## src/rtl/fetch_pkg.sv

```systemverilog
// Shared constants for the instruction-fetch sequencer.
// State encodings and PC-select codes used by fetch_ctrl and its neighbours.
package fetch_pkg;

    localparam logic [2:0] IDLE   = 3'd0;
    localparam logic [2:0] REQ    = 3'd1;
    localparam logic [2:0] HOLD   = 3'd2;
    localparam logic [2:0] UPDATE = 3'd3;
    localparam logic [2:0] ERR    = 3'd4;

    localparam int unsigned PC_INCR = 4;

    localparam logic PC_SRC_SEQ = 1'b0;
    localparam logic PC_SRC_BR  = 1'b1;

endpackage

```

## src/rtl/fetch_ctrl_if.sv

```systemverilog
// Fetch sequencer bus: PC register controls, instruction memory
// port and the decode-side valid/ready handshake.
interface fetch_ctrl_if #(
    parameter int data_Size = 32
) ();

    logic [data_Size-1:0] pc_in;
    logic                 pc_load;
    logic                 pc_src;
    logic                 imem_req;
    logic [data_Size-1:0] imem_addr;
    logic                 imem_ack;
    logic [data_Size-1:0] imem_rdata;
    logic [data_Size-1:0] instr;
    logic                 instr_valid;
    logic                 instr_ready;
    logic                 branch_taken;
    logic                 fetch_err;

    modport master (
        input  pc_in, imem_ack, imem_rdata,
        input  instr_ready, branch_taken,
        output pc_load, pc_src, imem_req, imem_addr,
        output instr, instr_valid, fetch_err
    );

    modport slave (
        output pc_in, imem_ack, imem_rdata,
        output instr_ready, branch_taken,
        input  pc_load, pc_src, imem_req, imem_addr,
        input  instr, instr_valid, fetch_err
    );

endinterface

```

## src/rtl/fetch_ctrl.sv

```systemverilog
// Multi-cycle fetch sequencer: request, hold for decode, update PC.
// A sticky error is raised when memory leaves MAX_WAIT requests unanswered.
module fetch_ctrl
    import fetch_pkg::*;
#(
    parameter int data_Size = 32,
    parameter int MAX_WAIT  = 15
) (
    input  logic         clk,
    input  logic         areset,
    fetch_ctrl_if.master bus
);

    localparam int CW = $clog2(MAX_WAIT + 1);

    logic [2:0]           r_state;
    logic [2:0]           w_next;
    logic [CW-1:0]        r_wait;
    logic [data_Size-1:0] r_instr;
    logic                 r_br;
    logic                 w_ack;
    logic                 w_hs;
    logic                 w_tmo;

    assign w_ack = (r_state == REQ) && bus.imem_ack;
    assign w_hs  = (r_state == HOLD) && bus.instr_ready;
    // This miss is the MAX_WAIT-th in a row; an ack in the same cycle still wins.
    assign w_tmo = (r_wait == CW'(MAX_WAIT - 1));

    always_comb begin
        w_next = r_state;
        unique case (r_state)
            IDLE:    w_next = REQ;
            REQ: begin
                if (bus.imem_ack)
                    w_next = HOLD;
                else if (w_tmo)
                    w_next = ERR;
            end
            HOLD: begin
                if (bus.instr_ready)
                    w_next = UPDATE;
            end
            UPDATE:  w_next = REQ;
            ERR:     w_next = ERR;
            default: w_next = IDLE;
        endcase
    end

    always_ff @(posedge clk or negedge areset) begin
        if (!areset) begin
            r_state <= IDLE;
            r_wait  <= '0;
            r_instr <= '0;
            r_br    <= 1'b0;
        end else begin
            r_state <= w_next;
            if (w_ack) begin
                r_instr <= bus.imem_rdata;
                r_wait  <= '0;
            end else if (r_state == REQ) begin
                r_wait <= r_wait + CW'(1);
            end
            if (w_hs)
                r_br <= bus.branch_taken;
        end
    end

    assign bus.imem_req    = (r_state == REQ);
    assign bus.imem_addr   = (r_state == REQ) ? bus.pc_in : '0;
    assign bus.instr       = r_instr;
    assign bus.instr_valid = (r_state == HOLD);
    assign bus.pc_load     = (r_state == UPDATE);
    assign bus.pc_src      = (r_state == UPDATE) ? r_br : PC_SRC_SEQ;
    assign bus.fetch_err   = (r_state == ERR);

endmodule
```

## src/flat_wrapper.sv

```systemverilog
// flat-port wrapper written by rule: the top's interface ports become plain ports
module fetch_ctrl_flat import fetch_pkg::*;
#(
    parameter int data_Size = 32,
    parameter int MAX_WAIT  = 15
)
  (clk, areset, bus_pc_in, bus_imem_ack, bus_imem_rdata, bus_instr_ready, bus_branch_taken, bus_pc_load, bus_pc_src, bus_imem_req, bus_imem_addr, bus_instr, bus_instr_valid, bus_fetch_err);
  fetch_ctrl_if #(.data_Size(data_Size)) bus_i ();
  input  logic clk;
  input  logic areset;
  input wire logic [$bits(bus_i.pc_in)-1:0] bus_pc_in;
  input wire logic [$bits(bus_i.imem_ack)-1:0] bus_imem_ack;
  input wire logic [$bits(bus_i.imem_rdata)-1:0] bus_imem_rdata;
  input wire logic [$bits(bus_i.instr_ready)-1:0] bus_instr_ready;
  input wire logic [$bits(bus_i.branch_taken)-1:0] bus_branch_taken;
  output wire logic [$bits(bus_i.pc_load)-1:0] bus_pc_load;
  output wire logic [$bits(bus_i.pc_src)-1:0] bus_pc_src;
  output wire logic [$bits(bus_i.imem_req)-1:0] bus_imem_req;
  output wire logic [$bits(bus_i.imem_addr)-1:0] bus_imem_addr;
  output wire logic [$bits(bus_i.instr)-1:0] bus_instr;
  output wire logic [$bits(bus_i.instr_valid)-1:0] bus_instr_valid;
  output wire logic [$bits(bus_i.fetch_err)-1:0] bus_fetch_err;
  assign bus_i.pc_in = bus_pc_in;
  assign bus_i.imem_ack = bus_imem_ack;
  assign bus_i.imem_rdata = bus_imem_rdata;
  assign bus_i.instr_ready = bus_instr_ready;
  assign bus_i.branch_taken = bus_branch_taken;
  assign bus_pc_load = bus_i.pc_load;
  assign bus_pc_src = bus_i.pc_src;
  assign bus_imem_req = bus_i.imem_req;
  assign bus_imem_addr = bus_i.imem_addr;
  assign bus_instr = bus_i.instr;
  assign bus_instr_valid = bus_i.instr_valid;
  assign bus_fetch_err = bus_i.fetch_err;
  fetch_ctrl #(.data_Size(data_Size), .MAX_WAIT(MAX_WAIT)) u_core (.clk(clk), .areset(areset), .bus(bus_i));
endmodule
```

## config.mk

```make
export PLATFORM = sky130hd
export DESIGN_NAME = fetch_ctrl_flat
export DESIGN_NICKNAME = d
export VERILOG_FILES = /design/src/rtl/fetch_pkg.sv /design/src/rtl/fetch_ctrl_if.sv /design/src/rtl/fetch_ctrl.sv /design/src/flat_wrapper.sv
export SDC_FILE = /design/constraint.sdc
export NUM_CORES = 1
export LEC_CHECK = 0
export ABC_AREA = 1
export BUFFER_PORTS_ARGS = -buffer_cell sky130_fd_sc_hd__buf_2
export CAP_MARGIN = 10
export CORE_MARGIN = 2
export CORE_UTILIZATION = 30
export CTS_CLUSTER_SIZE = 10
export DETAILED_ROUTE_END_ITERATION = 8
export GPL_TIMING_DRIVEN = 0
export PLACE_DENSITY = 0.59
export SLEW_MARGIN = 20
export SYNTH_ARGS = -nofsm -noshare
export SYNTH_HDL_FRONTEND = slang
export SYNTH_SLANG_ARGS = --single-unit
```

## constraint.sdc

```tcl
create_clock -name clk -period 2.7 [get_ports clk]
set_clock_uncertainty 0.2 [all_clocks]
set_input_delay 0.54 -clock clk [delete_from_list [all_inputs] [get_ports clk]]
set_output_delay 0.54 -clock clk [all_outputs]
set_load 0.02 [all_outputs]
```

# [Word-level counts from Yosys, hierarchy flattened]
# Index checks and enable logic that the tools add are counted.
[totals] inputBits=69 register_bits=40 wordCells=26 out_inout_bits=69
[op_classes] n_mux=8 addsub=1 n_reduce_logical=6 n_eq_ne=7
[ops] operator="$mux 32" count=1
[ops] operator="$pmux 3 s4" count=1
[ops] operator="$mux 3" count=3
[ops] operator="$mux 4" count=2
[ops] operator="$eq 3x2->1 const B" count=2
[ops] operator="$add 4x1->4 const B" count=1
[ops] operator="$eq 4x4->1 const B" count=1
[ops] operator="$eq 3x1->1 const B" count=1
[ops] operator="$eq 3x3->1 const B" count=1
[ops] operator="$logic_not 3->1" count=1
[ops] operator="$ne 3x2->1 const B" count=1
[ops] operator="$logic_and 1x1->1" count=2
[ops] operator="$ne 2x2->1 const B" count=1
[ops] operator="$reduce_and 2->1" count=1
[ops] operator="$reduce_bool 2->1" count=1
[ops] operator="$reduce_or 2->1" count=1
[ops] operator="$mux 1" count=1

# [Logic depth before layout (Yosys ltp)]
[depth] depth_word=4 depth_mapped=7 depth_no_buf=7

# [Worst setup path before layout]
# Ideal clock, no wire load.
[synth_path] path_kind="reg-to-output" from="register u_core.r_state[1]" to="output port bus_imem_addr[0]" arrival_time_ns=1.159 t_required_ns=1.960 path_buffers=1 slack_ns=0.801 path_stages_with_launch=7 path_cell_list="dfrtp_1 -> inv_2 -> nand2_2 -> nor2_8 -> inv_2 -> buf_2 -> nor2_1"
[synth_via] elab_chain_cells=2
[synth_rtl] item="start: declaration" line_no="fetch_ctrl.sv:16" text="logic [2:0] r_state;"
[synth_rtl] item="start signal: assignment" line_no="fetch_ctrl.sv:57" text="r_state <= w_next;"
[synth_rtl] item="$eq 3x1->1" line_no="fetch_ctrl.sv:70" text="assign bus.imem_addr = (r_state == REQ) ? bus.pc_in : '0;"
[synth_rtl] item="$mux 32" line_no="fetch_ctrl.sv:70"
[synth_rtl] item="end: declaration" line_no="flat_wrapper.sv:19" text="output wire logic [$bits(bus_i.imem_addr)-1:0] bus_imem_addr;"
# Every way passes these cells.

# [Worst setup path after layout]
[layout_path] from="register u_core.r_state[1]" to="output port bus_imem_addr[10]"
# The elaborated chain is that of the path after synthesis.

==> metrics.csv <==
metric,value,unit
crit path kind,register to output port,
Least-Margin Pin Slew,0.885,ns
status,finished clean,
"count leader, synth",nand2_1,
Setup Buffers After CTS,0,
"Seq/Total Area, Yosys",0.497,
multi-input gate area in the final layout,772,µm²
post-synth cell types,19,
Main synth FF type,dfrtp_1,
Final ANT Viol Nets,0,
worst reg2reg startpoint,u_core.r_state[1],
CP Max Fanout,10,
Final #Nets,476,
crit-path max cell delay,0.41,ns
"Slowest-stage cell, CP",dfrtp_1,
CORE AREA,0.00642,mm²
I/O Buffers,136,
"Cell Area, Synth",0.00202,mm²
Leakage,1.86,nW
Reg-to-Reg End,u_core.bus.instr[5],
Post-synth EDFFs,0,
Setup TNS,0,ns
vias in the first global route,1947,
final wirelength,5.44,mm
Root Buffer Master,clkbuf_8,
Fin. Hold Viols,0,
Slew HR,0.410,
endpoint type of the worst setup path,output port,
async set or reset register ratio after synthesis,1.00,
crit share post-route,0.845,
die area,0.00739,mm²
Die X-Extent,86.0,µm
number of max-cap violations,0,
Detailed Place HPWL,4.17,mm
initial core utilization,0.314,
Max VDD drop,505,µV
share of the synthesized area in the top cell type,0.497,
Avg Synthesized Cell Area,7.69,µm²
Switch Pwr,1.69,mW
share of cells above drive strength 1,0.421,
Cell Int Power,1.80,mW
Setup crit start kind,register,
total power,3.49,mW
Reg power frac,0.300,
Commonest cells post-synth,"nand2_1, dfrtp_1, inv_1",
met1 GRT Util,0.166,
DR WL/cell,11.3,µm
GR met3 Demand/Resource,0.0452,
Switching Share,0.484,
hold_buf cts,0,
GR peak layer,met2,
total CTS buffers,5,
clock-pin slew on the worst setup and hold paths,0.08,ns
largest net degree at the start of global routing,41,
Worst-Skew Late Latency,0.29,ns
row cnt,29,
PD cells,1200,mW/mm²
Filler Cells Inserted,685,
DRC viols,0,
Register Area,0.00100,mm²
"Warnings, synthesis",0,
worst reg-to-reg setup slack,1.24,ns
clock sink total,40,
Iteration-0 DRC Markers,84,
design area,0.00290,mm²
fin. max-slew vios,0,
r2r worst-path depth,7,
DR pass1 iterations,4,
initial antenna violation count,0,
Worst setup startpoint,u_core.r_state[1],
die height,86.0,µm
Final Critical Period,2.28,ns
Area after DPL,0.00279,mm²
Clk pwr share,0.138,
Syn Inst Count,262,
cell taking the most area after synthesis,dfrtp_1,
CTS tree,done,
routed vias/inst,4.33,
CTS max path bufs,2,
gpl congestion,0.762,
Final Non-Filler Cells,483,
post-placement setup slack,0.714,ns
first-pass GRT wire length,8.54,mm
Layout area overhead,43.9,%
Critical Path End,bus_imem_addr[10],
met2 Usage GRT,0.255,
CP arrival,1.54,ns
Final Setup Violations,0,
number of I/O pins,138,
Area contributors post-synth,"dfrtp_1, nand2_1, inv_1, nor2_1, nand3_1",
via count,2091,
Final WS setup,0.418,ns
gr usage total,0.144,
RSZ-0062 raised after global routing,false,
Cells after DPL,475,
"FF+latch count, synth",40,
"Net Count, Synth",333,
H-Tree Depth,2,
Post-CTS Resized,0,
CP cell instances,inv_2 > nand2_2 > nor2_8 > inv_2 > buf_2 > nor2_1 > buf_2,
number of diodes,0,
Tightest Hold Check Type,primary input to async pin,
grt total ovfl,0,
fmax,438,MHz
worst path required time,1.96,ns
Comb power frac,0.562,
[logic make-up (layout without fill, tap and decap cells)]
logic type                 after synthesis  in the layout  share of synthesized area
adders and majority gates                2              2                     0.0124
AOI/OAI and AO/OA                        6              6                     0.0149
buffers and inverters                   56            200                      0.120
DFF                                     40             40                      0.497
and+or+nand+nor                        158            158                      0.356
[sequential cells by signal, summed over array words and instances (netlist names)]
name,count
u_core.bus.instr,32
u_core.r_wait,4
u_core.r_state,3
u_core.r_br,1
[layout make-up]
type                       instances  area share
buffer                            14      0.0293
clock buffer                       6      0.0250
clock inverter                     2      0.0121
inverter                          42      0.0544
multi-input combinational        166       0.266
sequential                        40       0.345
tap                               77      0.0332
timing repair buffer             136       0.235
[cell usage in the layout, fill, tap and decap left out, drive strengths merged]
cell,count
buf,149
nand2,78
inv,42
dfrtp,40
nor2,40
nand3,37
clkbuf,7
a21oi,3
o21ai,3
nand4,2
ha,2
nor3,1
bufinv,1
clkinv,1
[worst max-delay path, delay by kind of cell (launching register included)]
kind	cells	cell delay, ns
buf+inv	4	0.51
simple gates	3	0.32
flops	1	0.41
[power groups by stage]
stage | Sequential [mW] | Clock (mW) | Combinational, mW
after floorplan | 1.33 | 0 | 1.05
after global placement | 1.05 | 0 | 1.96
after detailed placement | 1.06 | 0 | 2.00
after CTS | 1.05 | 0.506 | 1.99
after global routing | 1.09 | 0.519 | 2.18
final | 1.05 | 0.483 | 1.96
[per-stage QoR]
stage / hold WS [ns] / utilization
2_1_floorplan: 0.0444 / -
6_report: 0.163 / 0.452
5_1_grt: 0.242 / 0.452
4_1_cts: 0.206 / 0.452
3_5_place_dp: 0.257 / 0.435
3_3_place_gp: 0.251 / 0.435
[how the worst min path moves through the flow]
stage	cells after the start	end
detailed placement	2	u_core.bus.instr[19]
floorplan	0	u_core.bus.instr[0]
global placement	2	u_core.bus.instr[2]
global route	1	u_core.bus.instr[26]
CTS	1	u_core.bus.instr[28]
finish	1	u_core.bus.instr[28]
[layer usage]
layer | vias up | wire length [µm]
met5 | - | 0
li1 | 1070 | -
met4 | 0 | 53
met3 | 6 | 537
met2 | 88 | 2560
met1 | 927 | 2290
No activity file was read; power rests on OpenSTA's default activity.
